### src/rtl/traffic_conflict_monitor.sv
// Safety monitor between the intersection light controller and the lamp drivers.
// It checks the sampled light codes, forwards legal ones and latches the first fault, which forces flashing red.
module traffic_conflict_monitor #(
  parameter int MIN_YELLOW = 4,
  parameter int MIN_ALLRED = 4,
  parameter int MAX_PHASE  = 32,
  parameter int FLASH_HALF = 8,
  parameter int CNT_W      = 7
) (
  input  logic       clk,
  input  logic       reset,
  input  logic [2:0] ns_in,
  input  logic [2:0] ew_in,
  input  logic       clr,
  output logic [2:0] ns_out,
  output logic [2:0] ew_out,
  output logic       fault,
  output logic [2:0] fault_code
);
  localparam logic [2:0] RED = 3'b100;
  localparam logic [2:0] YEL = 3'b010;
  localparam logic [2:0] GRN = 3'b001;
  localparam logic [2:0] OFF = 3'b000;
  localparam logic [CNT_W-1:0] CNT_SAT   = CNT_W'(MAX_PHASE + 1);
  localparam logic [CNT_W-1:0] CNT_ONE   = CNT_W'(1);
  localparam logic [CNT_W-1:0] FLASH_END = CNT_W'(2 * FLASH_HALF - 1);

  typedef enum logic [1:0] {INIT, RUN, FAULT} state_t;
  state_t state, state_next;

  logic [2:0]       s_ns, s_ew, p_ns, p_ew;
  logic [CNT_W-1:0] ns_dwell, ew_dwell, pair_dwell, allred_cnt;
  logic [CNT_W-1:0] flash_cnt, flash_next;
  logic             illegal, conflict, seq_bad, short_yel, short_allred, stuck;
  logic             s_allred, detect, do_clear;
  logic [2:0]       det_code;

  function automatic logic is_legal(input logic [2:0] c);
    return (c == RED) || (c == YEL) || (c == GRN);
  endfunction

  function automatic logic step_ok(input logic [2:0] p, input logic [2:0] s);
    return (s == p) || (p == GRN && s == YEL) || (p == YEL && s == RED) || (p == RED && s == GRN);
  endfunction

  function automatic logic [CNT_W-1:0] sat_inc(input logic [CNT_W-1:0] c);
    return (c >= CNT_SAT) ? CNT_SAT : c + CNT_ONE;
  endfunction

  // Counters describe the previous sample p_*, so a transition s vs p sees how long p was held.
  always_comb begin
    s_allred     = (s_ns == RED) && (s_ew == RED);
    illegal      = !is_legal(s_ns) || !is_legal(s_ew);
    conflict     = (s_ns != RED) && (s_ew != RED);
    seq_bad      = !step_ok(p_ns, s_ns) || !step_ok(p_ew, s_ew);
    short_yel    = (p_ns == YEL && s_ns == RED && ns_dwell < CNT_W'(MIN_YELLOW)) ||
                   (p_ew == YEL && s_ew == RED && ew_dwell < CNT_W'(MIN_YELLOW));
    short_allred = ((p_ns == RED && s_ns == GRN) || (p_ew == RED && s_ew == GRN)) &&
                   (allred_cnt < CNT_W'(MIN_ALLRED));
    stuck        = pair_dwell > CNT_W'(MAX_PHASE);
    det_code     = 3'd0;
    if (illegal)       det_code = 3'd1;
    else if (conflict) det_code = 3'd2;
    else if (state == RUN) begin
      if (seq_bad)           det_code = 3'd3;
      else if (short_yel)    det_code = 3'd4;
      else if (short_allred) det_code = 3'd5;
      else if (stuck)        det_code = 3'd6;
    end
  end

  always_ff @(posedge clk or negedge reset) begin
    if (!reset) state <= INIT;
    else        state <= state_next;
  end

  always_comb begin
    state_next = state;
    detect     = 1'b0;
    do_clear   = 1'b0;
    flash_next = (flash_cnt >= FLASH_END) ? '0 : flash_cnt + CNT_ONE;
    case (state)
      INIT, RUN: begin
        detect     = (det_code != 3'd0);
        state_next = detect ? FAULT : RUN;
      end
      FAULT: begin
        do_clear = clr && s_allred;
        if (do_clear) state_next = INIT;
      end
      default: state_next = INIT;
    endcase
  end

  always_ff @(posedge clk or negedge reset) begin
    if (!reset) begin
      s_ns       <= RED;
      s_ew       <= RED;
      p_ns       <= RED;
      p_ew       <= RED;
      ns_dwell   <= '0;
      ew_dwell   <= '0;
      pair_dwell <= '0;
      allred_cnt <= '0;
      flash_cnt  <= '0;
      ns_out     <= RED;
      ew_out     <= RED;
      fault      <= 1'b0;
      fault_code <= 3'd0;
    end else begin
      s_ns <= ns_in;
      s_ew <= ew_in;
      p_ns <= s_ns;
      p_ew <= s_ew;
      if (state == INIT) begin
        ns_dwell   <= CNT_ONE;
        ew_dwell   <= CNT_ONE;
        pair_dwell <= CNT_ONE;
        allred_cnt <= s_allred ? CNT_ONE : '0;
      end else begin
        ns_dwell   <= (s_ns != p_ns) ? CNT_ONE : sat_inc(ns_dwell);
        ew_dwell   <= (s_ew != p_ew) ? CNT_ONE : sat_inc(ew_dwell);
        pair_dwell <= ({s_ns, s_ew} != {p_ns, p_ew}) ? CNT_ONE : sat_inc(pair_dwell);
        allred_cnt <= s_allred ? sat_inc(allred_cnt) : '0;
      end
      if (state == FAULT) begin
        if (do_clear) begin
          fault      <= 1'b0;
          fault_code <= 3'd0;
          flash_cnt  <= '0;
          ns_out     <= s_ns;
          ew_out     <= s_ew;
        end else begin
          flash_cnt <= flash_next;
          ns_out    <= (flash_next < CNT_W'(FLASH_HALF)) ? RED : OFF;
          ew_out    <= (flash_next < CNT_W'(FLASH_HALF)) ? RED : OFF;
        end
      end else if (detect) begin
        // The offending sample is replaced by red so it never reaches the lamps.
        fault      <= 1'b1;
        fault_code <= det_code;
        flash_cnt  <= '0;
        ns_out     <= RED;
        ew_out     <= RED;
      end else begin
        ns_out <= s_ns;
        ew_out <= s_ew;
      end
    end
  end
endmodule
### config.mk
export PLATFORM = sky130hd
export DESIGN_NAME = traffic_conflict_monitor
export DESIGN_NICKNAME = d
export VERILOG_FILES = /design/src/rtl/traffic_conflict_monitor.sv
export SDC_FILE = /design/constraint.sdc
export NUM_CORES = 1
export LEC_CHECK = 0
export CORE_MARGIN = 10
export CORE_UTILIZATION = 42
export DETAILED_ROUTE_END_ITERATION = 8
export HOLD_SLACK_MARGIN = 0.02
export PLACE_DENSITY = 0.71
export SLEW_MARGIN = 20
export SYNTH_ARGS = -nofsm -noshare
export SYNTH_HDL_FRONTEND = slang
export SYNTH_SLANG_ARGS = --single-unit
### constraint.sdc
create_clock -name clk -period 1.88 [get_ports clk]
set_input_delay 0.376 -clock clk [delete_from_list [all_inputs] [get_ports clk]]
set_output_delay 0.376 -clock clk [all_outputs]
set_load 0.05 [all_outputs]
==> results of run 1 <==
-- power groups by stage --
stage / clock network (uW) / registers (uW) / logic (uW)
final: 1310 / 1540 / 964
after detailed placement: 0 / 1560 / 914
after floorplan: 0 / 1740 / 420
after global placement: 0 / 1550 / 898
after global routing: 1420 / 1560 / 1060
after CTS: 1340 / 1540 / 947
-- synth_stat cells (2+ instances only) --
cell / number / share of area (%)
sky130_fd_sc_hd__dfrtp_1: 53 / 45
sky130_fd_sc_hd__nor2_1: 29 / 3.7
sky130_fd_sc_hd__nand3_1: 17 / 2.9
sky130_fd_sc_hd__xnor2_1: 16 / 4.8
sky130_fd_sc_hd__nand2_1: 14 / 1.8
sky130_fd_sc_hd__nor3_1: 13 / 2.2
sky130_fd_sc_hd__inv_1: 11 / 1.4
sky130_fd_sc_hd__ha_1: 10 / 4.3
sky130_fd_sc_hd__nor3b_1: 9 / 2.3
sky130_fd_sc_hd__o21ai_0: 9 / 1.5
sky130_fd_sc_hd__a21oi_1: 8 / 1.4
sky130_fd_sc_hd__xor2_1: 7 / 2.1
sky130_fd_sc_hd__dfstp_2: 6 / 5.4
sky130_fd_sc_hd__and3_1: 5 / 1.1
sky130_fd_sc_hd__clkbuf_8: 5 / 2.3
sky130_fd_sc_hd__nor4_1: 5 / 1.1
sky130_fd_sc_hd__nor4bb_1: 5 / 1.7
sky130_fd_sc_hd__a22oi_1: 2 / 0.51
sky130_fd_sc_hd__a31oi_1: 2 / 0.43
sky130_fd_sc_hd__buf_2: 2 / 0.34
sky130_fd_sc_hd__nand3b_1: 2 / 0.51
sky130_fd_sc_hd__nor3_4: 2 / 1.1
sky130_fd_sc_hd__nor4b_1: 2 / 0.60
sky130_fd_sc_hd__o211ai_1: 2 / 0.51
sky130_fd_sc_hd__o31a_1: 2 / 0.60
sky130_fd_sc_hd__o31ai_1: 2 / 0.51
sky130_fd_sc_hd__or2_2: 2 / 0.43
-- final timing paths --
check | to | slack, ns | depth (start not counted)
max reg2reg | ew_out[2]$_DFF_PN1_ | -0.19 | 8
max | ew_out[2]$_DFF_PN1_ | -0.19 | 8
min | flash_cnt[5]$_DFFE_PN0P_ | 0.03 | 2
min in group clk | p_ns[2]$_DFF_PN1_ | 0.42 | 0
max in group asynchronous | s_ns[2]$_DFF_PN1_ | 1.55 | 2
min reg2reg | p_ns[2]$_DFF_PN1_ | 0.42 | 0
-- routing by layer --
layer / up-vias / GRT usage (%) / wire length (um)
li1: 1124 / - / -
met1: 1068 / 15.4 / 2920
met2: 42 / 18.0 / 2750
met3: 10 / 4.21 / 284
met4: 0 / 5.04 / 119
met5: - / 0 / 0
-- sequential cells by signal (all words and copies together) (netlist names) --
register    cells
ew_dwell        7
pair_dwell      7
ns_out          3
s_ns            3
state           2
p_ew            3
ns_dwell        7
fault           1
p_ns            3
flash_cnt       7
s_ew            3
fault_code      3
allred_cnt      7
ew_out          3
-- stage by stage --
step	util, %	power, uW	std cells	setup slack [ns]	instance area [um2]
2_1_floorplan	-	2160	276	-0.0147	2970
3_3_place_gp	51.7	2450	426	-0.132	3510
3_5_place_dp	51.7	2470	426	-0.167	3510
4_1_cts	56.7	3830	446	-0.174	3850
5_1_grt	57.9	4040	449	-0.257	3940
6_report	57.9	3810	449	-0.186	3940
-- final cells by class --
class                   instances  area (um2)  share of cell area, %
clock buffers                  12         155                   3.94
clock inverters                 4        72.6                   1.84
inverters                      11        41.3                   1.05
multi-input cells             198        1490                   37.8
flip-flops and latches         59        1480                   37.7
well taps                      96         120                   3.05
repair buffers                 69         577                   14.7
-- worst max-delay path, delay by kind of cell (launching register included) --
kind / cells / cell delay, ns
AO/OA/AOI/OAI: 3 / 0.61
adder cells (fa/ha/maj): 1 / 0.12
buffers and inverters: 2 / 0.24
flip-flops: 1 / 0.39
AND/OR/NAND/NOR: 2 / 0.64
-- kinds of logic (layout without fill, tap and decap cells) --
| family | Yosys count | after routing |
|---|---|---|
| AOI/OAI and AO/OA | 43 | 43 |
| adders and majority gates | 10 | 10 |
| and+or+nand+nor | 118 | 118 |
| buffers and inverters | 19 | 96 |
| other | 1 | 4 |
| DFF | 59 | 59 |
| xor gates and xnor gates | 23 | 23 |
-- timing repair --
| item | CTS | global route |
|---|---|---|
| resized for setup | 19 | 14 |
| endpoints found under the setup margin | 19 | 35 |
| hold buffers | 0 | 0 |
| cloned | 0 | 0 |
| buffers inserted | 4 | 3 |
| pin swaps | 8 | 2 |
==> reports/results.md, run 1 <==
- **drt total wl** 6.07 mm
- **vias in the first global route** 2305
- **number of cells produced by synthesis** 273
- **cell area after technology mapping** 2930 um2
- **sequential element share of the synthesized area** 50.6%
- **worst path arrival time** 2.33 ns
- **FFs w/ async S/R, synth** 100%
- **post-synthesis compound-gate area fraction** 10.3%
- **count of endpoints failing hold in the final timing report** 0
- **worst slew margin relative to its limit** 66.1%
- **clock transition time at the flip-flop clock pins of the worst setup and hold paths** 0.07 ns
- **initial core utilization** 43.2%
- **leading cell type in the layout, fill and taps excluded** sky130_fd_sc_hd__buf_4
- **Req. time, crit path** 2.15 ns
- **minimum hold slack** 0.0257 ns
- **Setup crit start** pair_dwell[0]$_DFF_PN0_
- **power density relative to cell area** 969 nW/um2
- **clock latency of the later-clocked register in the worst-skew pair** 0.34 ns
- **total number of clock tree sinks** 59
- **nature of the critical path startpoint** flip-flop
- **share of synthesized area spent on multiplexers** 0%
- **worst IR drop on VDD** 0.603 mV
- **warning count from the yosys run** 0
- **Port-buffer cells** 18
- **maximum fanout along the worst path** 14
- **nature of the critical path endpoint** flip-flop
- **die area** 10700 um2
- **min cycle time layout** 2.07 ns
- **kind of critical path** flip-flop to flip-flop
- **TritonCTS clock tree** done
- **Seq cells post-synth** 59
- **remaining design rule violation count** 0
- **wire length of the first global-routing pass** 10.8 mm
- **fill cell instance count of the final layout** 580
- **failing checks** setup timing
- **leakage power** 0.00176 uW
- **root buffer cell** sky130_fd_sc_hd__clkbuf_8
- **vias after detailed routing** 2244
- **maxcap violations** 0
- **first-pass detailed-route iteration total** 4
- **final worst-path setup slack** -0.186 ns
- **Inserted Clock Buffers** 9
- **summed negative setup slack over all endpoints** -2.01 ns
- **io pins** 19
- **area share of xor/xnor cells in the synthesized design** 6.87%
- **H-tree depth** 3
- **Die Y-Extent** 104 um
- **commonest cells after routing, fill and taps aside** sky130_fd_sc_hd__buf_4, sky130_fd_sc_hd__dfrtp_1, sky130_fd_sc_hd__nor2_1
- **area share of and/or/nand/nor cells after synthesis** 23.3%
- **global router's overall resource usage** 12.1%
- **largest net degree at the start of global routing** 60
- **number of enable-type register cells in the synthesized netlist** 0
- **ratio of cells with drive above 1 in the final layout** 33.1%
- **final number of setup-violating endpoints** 19
- **CP peak stage delay** 0.43 ns
- **Internal** 2640 uW
- **switching power of the nets** 1170 uW
- **width of the chip** 104 um
- **number of placement rows** 30
- **setup repair after global routing missed its margin** yes
- **wire per inst** 13.5 um
- **commonest register cell after synthesis** sky130_fd_sc_hd__dfrtp_1
- **average vias per placed instance** 5.00
- **GPL Wtd Cong** 0.799
- **Logic pwr share** 25.3%
- **switching power share of the total** 30.8%
- **Final Cycle Share** 110%
- **worst-margin pin slew** 0.508 ns
- **Antenna Diode Count** 0
- **number of design-rule violations left by the first detailed-router iteration** 69
- **worst path cell trace** inv_2, ha_4, or4b_1, a21o_2, nor3_4, a21boi_2, buf_12, o31a_1
- **highest achievable clock rate** 484 MHz
- **outcome** finished with violations
- **combinational family with the most area after synthesis** simple AND/OR/NAND/NOR gates
- **Antenna Violating Nets Remaining** 0
- **worst reg2reg startpoint** pair_dwell[0]$_DFF_PN0_
- **Layout Nets** 367
- **slowest cell on the critical path** sky130_fd_sc_hd__or4b_1
- **clock share of power** 34.3%
- **Clock Skews** 0.00797 ns
- **area of the core** 6790 um2
- **unique cell type count in the Yosys netlist** 58
- **adder-cell share of the synthesized area** 4.27%
- **Avg Synthesized Cell Area** 10.7 um2
- **path class of the lowest-slack min-delay path** input pin to async pin
- **max-slew violation count** 0
- **grt ovf** 0
- **maximum root-to-sink buffer count** 2
- **number of antenna violations at the first check in global routing** 0
- **DPL Wire Length** 4.15 mm
- **part of the total power dissipated in sequential elements** 40.4%
- **layout overhead on the synthesized area** 34.2%
(Power assumes the default switching activity.)
==> inputs of run 2 (changes only) <==
GPL_TIMING_DRIVEN = 1   (was not set)
==> results of run 2 <==
No change in the layout: final DEF, timing and power equal those of run 1.
==> inputs of run 3 (changes only) <==
CTS_CLUSTER_DIAMETER = 100   (was not set)
==> results of run 3 <==
No change in the layout: final DEF, timing and power equal those of run 1.
